===== src/rtl/wb_regfile_pkg.sv =====
// Shared constants for the write-back stage and register file of the pipelined MIPS core.
// Other pipeline stages and the bench import the register index names from here.
package wb_regfile_pkg;

    localparam int RF_DATA_W = 32;
    localparam int RF_ADDR_W = 5;
    localparam int RF_CNT_W  = 32;

    localparam int unsigned REG_ZERO = 32'd0;
    localparam int unsigned REG_SP   = 32'd29;
    localparam int unsigned REG_RA   = 32'd31;

endpackage : wb_regfile_pkg


===== src/rtl/wb_regfile_rf_read_port.sv =====
// One ID-stage read port: the hard-wired zero register wins first.
// Otherwise the in-flight WB write is bypassed, and failing that the stored value is used.
module rf_read_port
    import wb_regfile_pkg::*;
#(
    parameter int DATA_W = RF_DATA_W,
    parameter int ADDR_W = RF_ADDR_W
) (
    input  logic [ADDR_W-1:0] i_addr,
    input  logic [DATA_W-1:0] i_store_data,
    input  logic              i_byp_en,
    input  logic [ADDR_W-1:0] i_byp_addr,
    input  logic [DATA_W-1:0] i_byp_data,
    output logic [DATA_W-1:0] o_rd_data
);

    // Read-data select with zero-register and bypass priority
    always_comb begin
        o_rd_data = {DATA_W{1'b0}};
        if (i_addr == ADDR_W'(REG_ZERO)) begin
            o_rd_data = {DATA_W{1'b0}};
        end else if (i_byp_en && (i_byp_addr == i_addr)) begin
            o_rd_data = i_byp_data;
        end else begin
            o_rd_data = i_store_data;
        end
    end

endmodule : rf_read_port


===== src/rtl/wb_regfile.sv =====
// Write-back stage and architectural register file: selects MDR/ALUOut, commits on the clock
// edge, serves two bypassed ID read ports, a raw debug port and a committed-write counter.
module wb_regfile
    import wb_regfile_pkg::*;
#(
    parameter int DATA_W = RF_DATA_W,
    parameter int ADDR_W = RF_ADDR_W,
    parameter int CNT_W  = RF_CNT_W
) (
    input  logic              clk,
    input  logic              rst,
    input  logic              wb_reg_write,
    input  logic              wb_memto_reg,
    input  logic [DATA_W-1:0] wb_mdr,
    input  logic [DATA_W-1:0] wb_alu_out,
    input  logic [ADDR_W-1:0] wb_wr_addr,
    input  logic [ADDR_W-1:0] rs_addr,
    input  logic [ADDR_W-1:0] rt_addr,
    output logic [DATA_W-1:0] rs_data,
    output logic [DATA_W-1:0] rt_data,
    output logic [DATA_W-1:0] wb_data,
    output logic              wb_we_eff,
    input  logic [ADDR_W-1:0] dbg_addr,
    output logic [DATA_W-1:0] dbg_data,
    output logic [CNT_W-1:0]  commit_cnt
);

    localparam int NREG = 2 ** ADDR_W;

    logic [DATA_W-1:0] r_regs [NREG];
    logic [CNT_W-1:0]  r_commit_cnt;
    logic [DATA_W-1:0] w_wb_data;
    logic              w_we_eff;
    logic [DATA_W-1:0] w_dbg_data;

    // Upstream resets only RegWrite, so the data fields may be X; only w_we_eff gates state.
    assign w_wb_data = wb_memto_reg ? wb_mdr : wb_alu_out;
    assign w_we_eff  = wb_reg_write && (wb_wr_addr != ADDR_W'(REG_ZERO));

    // Register storage: async clear, then one committed write per cycle
    always_ff @(posedge clk or posedge rst) begin
        if (rst) begin
            for (int i = 0; i < NREG; i++) begin
                r_regs[i] <= {DATA_W{1'b0}};
            end
        end else if (w_we_eff) begin
            r_regs[wb_wr_addr] <= w_wb_data;
        end
    end

    // Committed-write counter, wraps modulo 2**CNT_W
    always_ff @(posedge clk or posedge rst) begin
        if (rst) begin
            r_commit_cnt <= {CNT_W{1'b0}};
        end else if (w_we_eff) begin
            r_commit_cnt <= r_commit_cnt + {{(CNT_W-1){1'b0}}, 1'b1};
        end
    end

    // Debug port sees storage only, so a write shows up the cycle after it commits
    always_comb begin
        w_dbg_data = {DATA_W{1'b0}};
        if (dbg_addr == ADDR_W'(REG_ZERO)) begin
            w_dbg_data = {DATA_W{1'b0}};
        end else begin
            w_dbg_data = r_regs[dbg_addr];
        end
    end

    rf_read_port #(
        .DATA_W (DATA_W),
        .ADDR_W (ADDR_W)
    ) u_rs_port (
        .i_addr       (rs_addr),
        .i_store_data (r_regs[rs_addr]),
        .i_byp_en     (w_we_eff),
        .i_byp_addr   (wb_wr_addr),
        .i_byp_data   (w_wb_data),
        .o_rd_data    (rs_data)
    );

    rf_read_port #(
        .DATA_W (DATA_W),
        .ADDR_W (ADDR_W)
    ) u_rt_port (
        .i_addr       (rt_addr),
        .i_store_data (r_regs[rt_addr]),
        .i_byp_en     (w_we_eff),
        .i_byp_addr   (wb_wr_addr),
        .i_byp_data   (w_wb_data),
        .o_rd_data    (rt_data)
    );

    assign wb_data    = w_wb_data;
    assign wb_we_eff  = w_we_eff;
    assign dbg_data   = w_dbg_data;
    assign commit_cnt = r_commit_cnt;

endmodule : wb_regfile

===== config.mk =====
export PLATFORM = sky130hd
export DESIGN_NAME = wb_regfile
export DESIGN_NICKNAME = d
export VERILOG_FILES = /design/src/rtl/wb_regfile_pkg.sv /design/src/rtl/wb_regfile_rf_read_port.sv /design/src/rtl/wb_regfile.sv
export SDC_FILE = /design/constraint.sdc
export NUM_CORES = 2
export LEC_CHECK = 0
export ABC_CLOCK_PERIOD_IN_PS = 42500
export BUFFER_PORTS_ARGS = -buffer_cell sky130_fd_sc_hd__buf_2
export CAP_MARGIN = 40
export CORE_AREA = 2 2 378 380
export DETAILED_ROUTE_END_ITERATION = 16
export DIE_AREA = 0 0 380 382
export SLEW_MARGIN = 25
export SYNTH_ARGS = -nofsm -noshare
export SYNTH_HDL_FRONTEND = slang
export SYNTH_SLANG_ARGS = --single-unit

===== constraint.sdc =====
create_clock -name clk -period 42.5 [get_ports clk]
set_input_delay 10.625 -clock clk [delete_from_list [all_inputs] [get_ports clk]]
set_output_delay 10.625 -clock clk [all_outputs]
set_load 0.01 [all_outputs]

Word level (Yosys, flattened, before mapping) --
Index checks and enable logic that the tools add are counted.
Storage, ports and cells: flip-flop bits (word level) 1056, input port bits 88, word-level logic and storage cells 71
Cells by class: add/subtract/negate cells 1, $lt $le $gt $ge 5, eq/ne operators 2, muxes and demuxes 18, bitwise gates (word level) 4, reductions and logical operators 8
Operator list (number):
- $bwmux 1024 | 1
- $bmux 32 s5 | 3
- $mux 32 | 13
- $demux 32 s5 | 1
- $add 32x1->32 const B | 1
- $ge 6x6->1 const B | 4
- $not 5->6 | 4
- $logic_not 5->1 | 3
- $eq 5x5->1 | 2
- $lt 6x1->1 const B | 1
- $reduce_bool 5->1 | 1
- $logic_and 1x1->1 | 4

Depth between registers and ports, before layout --
word-level depth 6, gate-level depth with buffers 11, gate-level depth less buffers 6

Cells and area by module --
Synthesis repeated with hierarchy kept, for this count alone.
Second synthesis, totals: cells, all modules 5296, area total of the unflattened synthesis 63044.2 um^2
By module, submodules not included:
- wb_regfile | times used 1, cells each 5050, area each 61753.0 um^2
- rf_read_port | times used 2, cells each 123, area each 645.6 um^2

Worst setup path after synthesis --
Ideal clock, no wire load.
path kind in2out, start in dbg_addr[1], end out dbg_data[21], data arrival time 12376 ps, required time 31875 ps, setup slack 19499 ps, stages 7, path buffers 3, cells stage by stage clkbuf_1 -> clkbuf_1 -> buf_1 -> mux4_2 -> mux4_2 -> nand2_1 -> o21ai_1
Between the ends: word-level cells in the longest chain between the ends 5, elaborated cells on any way between the ends 6
Ends and longest elaborated chain:
- start: declaration | line wb_regfile.sv:23 | input logic [ADDR_W-1:0] dbg_addr,
- $not 5->6 (implied by the code) | line wb_regfile.sv:66 | w_dbg_data = r_regs[dbg_addr];
- $bmux 32 s5 | line wb_regfile.sv:66
- $mux 32 (implied by the code) (2 in a row) | line wb_regfile.sv:66
- $mux 32 (*) | line wb_regfile.sv:63 | if (dbg_addr == ADDR_W'(REG_ZERO)) begin
- end: declaration | line wb_regfile.sv:24 | output logic [DATA_W-1:0] dbg_data,
Every way passes the cells marked *; elsewhere a longest branch is shown, timed or not. The select of a mux whose other input is x is not followed.

Final worst setup path --
start in rs_addr[0], end out rs_data[11]
Between the ends: word-level cells in the longest chain between the ends 6, elaborated cells on any way between the ends 9
Ends and longest elaborated chain:
- start: declaration | line wb_regfile.sv:17 | input logic [ADDR_W-1:0] rs_addr,
- $not 5->6 (implied by the code) | line wb_regfile.sv:75 | .i_store_data (r_regs[rs_addr]),
- $bmux 32 s5 | line wb_regfile.sv:75
- $mux 32 (implied by the code) (2 in a row) | line wb_regfile.sv:75
- $mux 32 | line wb_regfile_rf_read_port.sv:22 | end else if (i_byp_en && (i_byp_addr == i_addr)) begin
- $mux 32 (*) | line wb_regfile_rf_read_port.sv:20 | if (i_addr == ADDR_W'(REG_ZERO)) begin
- end: declaration | line wb_regfile.sv:19 | output logic [DATA_W-1:0] rs_data,
Marked as above.

==> impl_results.html <==
<table>
<tr><th>Metric</th><th>Value</th></tr>
<tr><th colspan="2">Status</th></tr>
<tr><td>Outcome</td><td>finished, final reports clean</td></tr>
<tr><th colspan="2">Worst setup path</th></tr>
<tr><td>CP Data Required Time</td><td>31870 ps</td></tr>
<tr><td>Setup CP Type</td><td>in -&gt; out</td></tr>
<tr><td>Crit path max fanout</td><td>slightly above 100</td></tr>
<tr><td>Crit path capture type</td><td>output pin</td></tr>
<tr><td>Sort of element at the start of the critical path</td><td>primary input</td></tr>
<tr><td>Arrival time worst endpoint</td><td>about 16000 ps</td></tr>
<tr><th colspan="2">Floorplanning</th></tr>
<tr><td>Die Ht</td><td>382 um</td></tr>
<tr><td>Number of standard-cell rows in the floorplan</td><td>roughly 140</td></tr>
<tr><td>Boundary Pins</td><td>roughly 250</td></tr>
<tr><td>Die outline area</td><td>145000 sq um</td></tr>
<tr><td>Core area</td><td>~140000 sq um</td></tr>
<tr><td>Die Span X</td><td>between 300 and 400 um</td></tr>
<tr><td>Starting utilization of the core area</td><td>between 40 and 50%</td></tr>
<tr><th colspan="2">Final layout</th></tr>
<tr><td>Ratio of cells with drive above 1 in the final layout</td><td>between 20% and 30%</td></tr>
<tr><td>Non-filler cells, final</td><td>around 7600</td></tr>
<tr><td>Nets</td><td>5743</td></tr>
<tr><td>Syn-to-layout area delta</td><td>12.2%</td></tr>
<tr><th colspan="2">Clocking</th></tr>
<tr><td>Clock tree sinks</td><td>about 1100</td></tr>
<tr><td>Number of gates resized after CTS</td><td>0</td></tr>
<tr><td>Longest Clk Path Bufs</td><td>3</td></tr>
<tr><td>CTS tree</td><td>yes</td></tr>
<tr><td>Number of buffers inserted for hold repair after clock tree synthesis</td><td>0</td></tr>
<tr><td>Number of setup buffers added after CTS</td><td>0</td></tr>
<tr><td>Deepest level of the CTS H-tree</td><td>3</td></tr>
<tr><td>Clock transition at the registers of the reported paths</td><td>approximately 60 ps</td></tr>
<tr><td>Library cell used as clock root buffer</td><td>sky130_fd_sc_hd__clkbuf_16</td></tr>
<tr><td>Number of CTS-inserted buffers</td><td>around 120</td></tr>
<tr><td>Clock network latency to the later pin of the worst-skew pair</td><td>750 ps</td></tr>
<tr><th colspan="2">Global routing</th></tr>
<tr><td>Vias in the first global route</td><td>49500</td></tr>
<tr><td>First-pass GRT wire length</td><td>about 370000 um</td></tr>
<tr><td>Number of antenna violations at the first check in global routing</td><td>14</td></tr>
<tr><td>GR Overflow Total</td><td>0</td></tr>
<tr><td>Overall global routing resource usage</td><td>a little over a third</td></tr>
<tr><td>Pin count of the biggest net entering global routing</td><td>around 160</td></tr>
<tr><th colspan="2">Routing</th></tr>
<tr><td>Violation count after the first detailed-route iteration</td><td>7274</td></tr>
<tr><td>Routed wire length per instance</td><td>between 30 and 40 um</td></tr>
<tr><td>Residual antenna-violating net count after detailed routing</td><td>0</td></tr>
<tr><td>Number of design rule violations left after detail routing</td><td>0</td></tr>
<tr><td>Via-per-instance ratio</td><td>approximately 6.8</td></tr>
<tr><td>Vias after detailed routing</td><td>51800</td></tr>
<tr><td>Number of detailed-routing iterations run before antenna repair</td><td>8</td></tr>
<tr><td>Wire length reported by the detailed router</td><td>254000 um</td></tr>
<tr><th colspan="2">Synth</th></tr>
<tr><td>Share of the yosys chip area belonging to registers</td><td>between 40% and 50%</td></tr>
<tr><td>Dominant combinational cell family by area after synthesis</td><td>multiplexers</td></tr>
<tr><td>Xor and xnor fraction of the mapped netlist area</td><td>less than 1%</td></tr>
<tr><td>Primary FF master, synth</td><td>sky130_fd_sc_hd__dfrtp_1</td></tr>
<tr><td>Post-Synthesis Net Count</td><td>between 5000 and 6000</td></tr>
<tr><td>Synthesized instance count</td><td>5700</td></tr>
<tr><td>Asr flop ratio synth</td><td>100%</td></tr>
<tr><td>Number of synthesized flops with an enable pin</td><td>0</td></tr>
<tr><td>Total standard cell area after synthesis</td><td>about 63000 sq um</td></tr>
<tr><td>Synthesized-area fraction occupied by adder cells</td><td>less than 1%</td></tr>
<tr><td>Flops &amp; latches, synth</td><td>1056</td></tr>
<tr><td>Post-synthesis share of cell area spent on and, or, nand and nor gates</td><td>about 9%</td></tr>
<tr><td>Post-synthesis mux area share</td><td>29.8%</td></tr>
<tr><td>Area fraction in compound gates after synthesis</td><td>a little over an eighth</td></tr>
<tr><td>Number of distinct library cells after synthesis</td><td>68</td></tr>
<tr><td>Average footprint of a synthesized cell</td><td>roughly 11 sq um</td></tr>
<tr><td>Number of synthesis warnings</td><td>0</td></tr>
<tr><th colspan="2">Placement</th></tr>
<tr><td>Global placement routability congestion</td><td>roughly 0.9</td></tr>
<tr><td>Number of cells after detailed placement</td><td>between 7000 and 8000</td></tr>
<tr><td>Number of buffer cells added on primary ports</td><td>248</td></tr>
<tr><td>Sum of net half-perimeters after detailed placement</td><td>157000 um</td></tr>
<tr><th colspan="2">Power</th></tr>
<tr><td>Portion of total power attributed to combinational logic</td><td>approximately a quarter</td></tr>
<tr><td>Internal Pwr Total</td><td>~2300 uW</td></tr>
<tr><td>Static leakage power</td><td>just under 0.03 uW</td></tr>
<tr><td>Cell area power density</td><td>approximately 47 nW/um^2</td></tr>
<tr><td>Switching share of power</td><td>about a third</td></tr>
<tr><td>Peak supply drop</td><td>around 34 uV</td></tr>
<tr><td>P_sw</td><td>about 1100 uW</td></tr>
<tr><td>Part of the total power dissipated in sequential elements</td><td>a little over two fifths</td></tr>
<tr><td>Share of power burned in the clock network</td><td>around 31%</td></tr>
<tr><th colspan="2">Timing</th></tr>
<tr><td>Slew at the pin closest to its max-slew limit</td><td>just under 1000 ps</td></tr>
<tr><td>Crit share post-route</td><td>a little over 60%</td></tr>
<tr><td>Final Hold Slack</td><td>between 400 and 500 ps</td></tr>
<tr><td>Min Tclk post-route</td><td>between 20000 and 30000 ps</td></tr>
<tr><td>Max-Slew Margin vs Limit</td><td>between 30% and 40%</td></tr>
<tr><td>Achievable frequency</td><td>approximately 38 MHz</td></tr>
<tr><td>Hold Vio Cnt, Final</td><td>0</td></tr>
<tr><td>Max-slew violation count</td><td>0</td></tr>
<tr><td>Final setup violation count</td><td>0</td></tr>
<tr><td>RSZ-0062 raised after global routing</td><td>no</td></tr>
<tr><td>Final TNS setup</td><td>0 ps</td></tr>
<tr><td>Clock tree skew after final layout</td><td>7.45 ps</td></tr>
<tr><th colspan="2">Run</th></tr>
<tr><td>Count of maximum capacitance violations</td><td>0</td></tr>
<tr><th colspan="2">Worst hold path</th></tr>
<tr><td>Class of the worst hold path</td><td>reg -&gt; reg</td></tr>
</table>
logic make-up (layout without fill, tap and decap cells):
family          Yosys count  count (layout)
flops                  1056            1056
compound gates         1487            1487
buf+inv                 696             744
simple gates           1409            1409
other cells               0               6
xor+xnor                 41              41
fa+ha+maj                 1               1
mux                    1010            1010
through the flow:
stage	setup slack, ps	power [uW]	util (%)	cell area [sq um]
after global placement	16040	2250	46.6	65700
after CTS	16170	3330	50.1	70600
after floorplan	2150	2000	-	63100
final	16350	3350	50.3	70800
after detailed placement	16160	2290	47.4	66700
after global routing	16200	3490	50.3	70800
synth_stat cells, types with 32 or more instances:
library cell	count	area share, %
sky130_fd_sc_hd__dfrtp_1	1056	42
sky130_fd_sc_hd__nand2_1	693	4.1
sky130_fd_sc_hd__mux4_2	691	25
sky130_fd_sc_hd__o21ai_0	626	5.0
sky130_fd_sc_hd__a21oi_1	502	4.0
sky130_fd_sc_hd__nor2_1	484	2.9
sky130_fd_sc_hd__clkbuf_1	403	2.4
sky130_fd_sc_hd__mux2i_1	314	5.0
sky130_fd_sc_hd__a22oi_1	147	1.7
sky130_fd_sc_hd__buf_2	128	1.0
sky130_fd_sc_hd__inv_1	70	0.42
sky130_fd_sc_hd__nand3_1	64	0.51
sky130_fd_sc_hd__a221oi_1	47	0.65
sky130_fd_sc_hd__o22ai_1	40	0.40
sky130_fd_sc_hd__buf_4	35	0.42
sky130_fd_sc_hd__o21ai_1	34	0.27
sky130_fd_sc_hd__and3_1	32	0.32
sky130_fd_sc_hd__nand4_1	32	0.32
layout make-up:
type	count	area (sq um)
Sequential cell	1056	26400
Antenna cell	6	15.0
Clock buffer	171	3410
Clock inverter	41	467
Tap cell	1890	2360
Multi-Input combinational cell	3948	34100
Inverter	72	278
Fill cell	12600	70100
Timing Repair Buffer	460	3790
state kept, by name, summed over array words and instances, names as in the netlist:
signal,flops
commit_cnt,32
r_regs,1024
per-layer routing:
metal	vias to the layer above	share of wire (%)	global-route usage (%)
met5	-	0.056	0
met4	20	6.8	20.8
met3	826	12	9.49
met2	3587	44	51.1
met1	26300	38	46.4
li1	21100	-	-
critical path, cell delays in order:
cell	delay [ps]
sky130_fd_sc_hd__buf_8	360
sky130_fd_sc_hd__buf_4	300
sky130_fd_sc_hd__buf_16	260
sky130_fd_sc_hd__buf_4	450
sky130_fd_sc_hd__buf_12	300
sky130_fd_sc_hd__buf_12	630
sky130_fd_sc_hd__mux4_2	600
sky130_fd_sc_hd__mux2i_1	250
sky130_fd_sc_hd__nor2_1	70
sky130_fd_sc_hd__o21a_1	200
sky130_fd_sc_hd__nor4_1	790
sky130_fd_sc_hd__a211oi_1	100
sky130_fd_sc_hd__buf_4	230
sky130_fd_sc_hd__buf_2	140
power groups by stage:
stage	sequential [uW]	clock (uW)	combinational, uW
finish	1430	1050	866
global route	1460	1100	933
CTS	1420	1050	854
detailed placement	1440	0	851
global placement	1420	0	827
floorplan	1370	0	630
cells in the final DEF (no fill, tap or decap), drive strengths merged, types with 17 or more instances in the layout:
| cell | n |
|---|---|
| dfrtp | 1056 |
| nor3 | 29 |
| nor2 | 493 |
| and3 | 32 |
| xnor2 | 28 |
| clkbuf | 172 |
| mux4 | 695 |
| a221oi | 49 |
| nand3 | 67 |
| o211ai | 23 |
| inv | 74 |
| a21oi | 502 |
| o22ai | 40 |
| a211oi | 17 |
| buf | 459 |
| o21ai | 660 |
| nand2 | 693 |
| nand4 | 32 |
| mux2i | 314 |
| clkinv | 27 |
| a22oi | 147 |
worst paths after layout:
kind | start | endpoint | slack (ps) | depth (start not counted)
worst min register to register | r_regs[1019]$_DFFE_PP0P_ | r_regs[1019]$_DFFE_PP0P_ | 420 | 0
worst max-delay path | rs_addr[0] | rs_data[11] | 16350 | 14
worst max register to register | commit_cnt[11]$_DFFE_PP0P_ | commit_cnt[30]$_DFFE_PP0P_ | 40510 | 6
min in group asynchronous | rst | r_regs[501]$_DFFE_PP0P_ | 9880 | 2
max in group asynchronous | rst | r_regs[513]$_DFFE_PP0P_ | 29510 | 9
worst min-delay path | r_regs[1019]$_DFFE_PP0P_ | r_regs[1019]$_DFFE_PP0P_ | 420 | 0
Note: power is estimated with default switching activity, not from simulation.
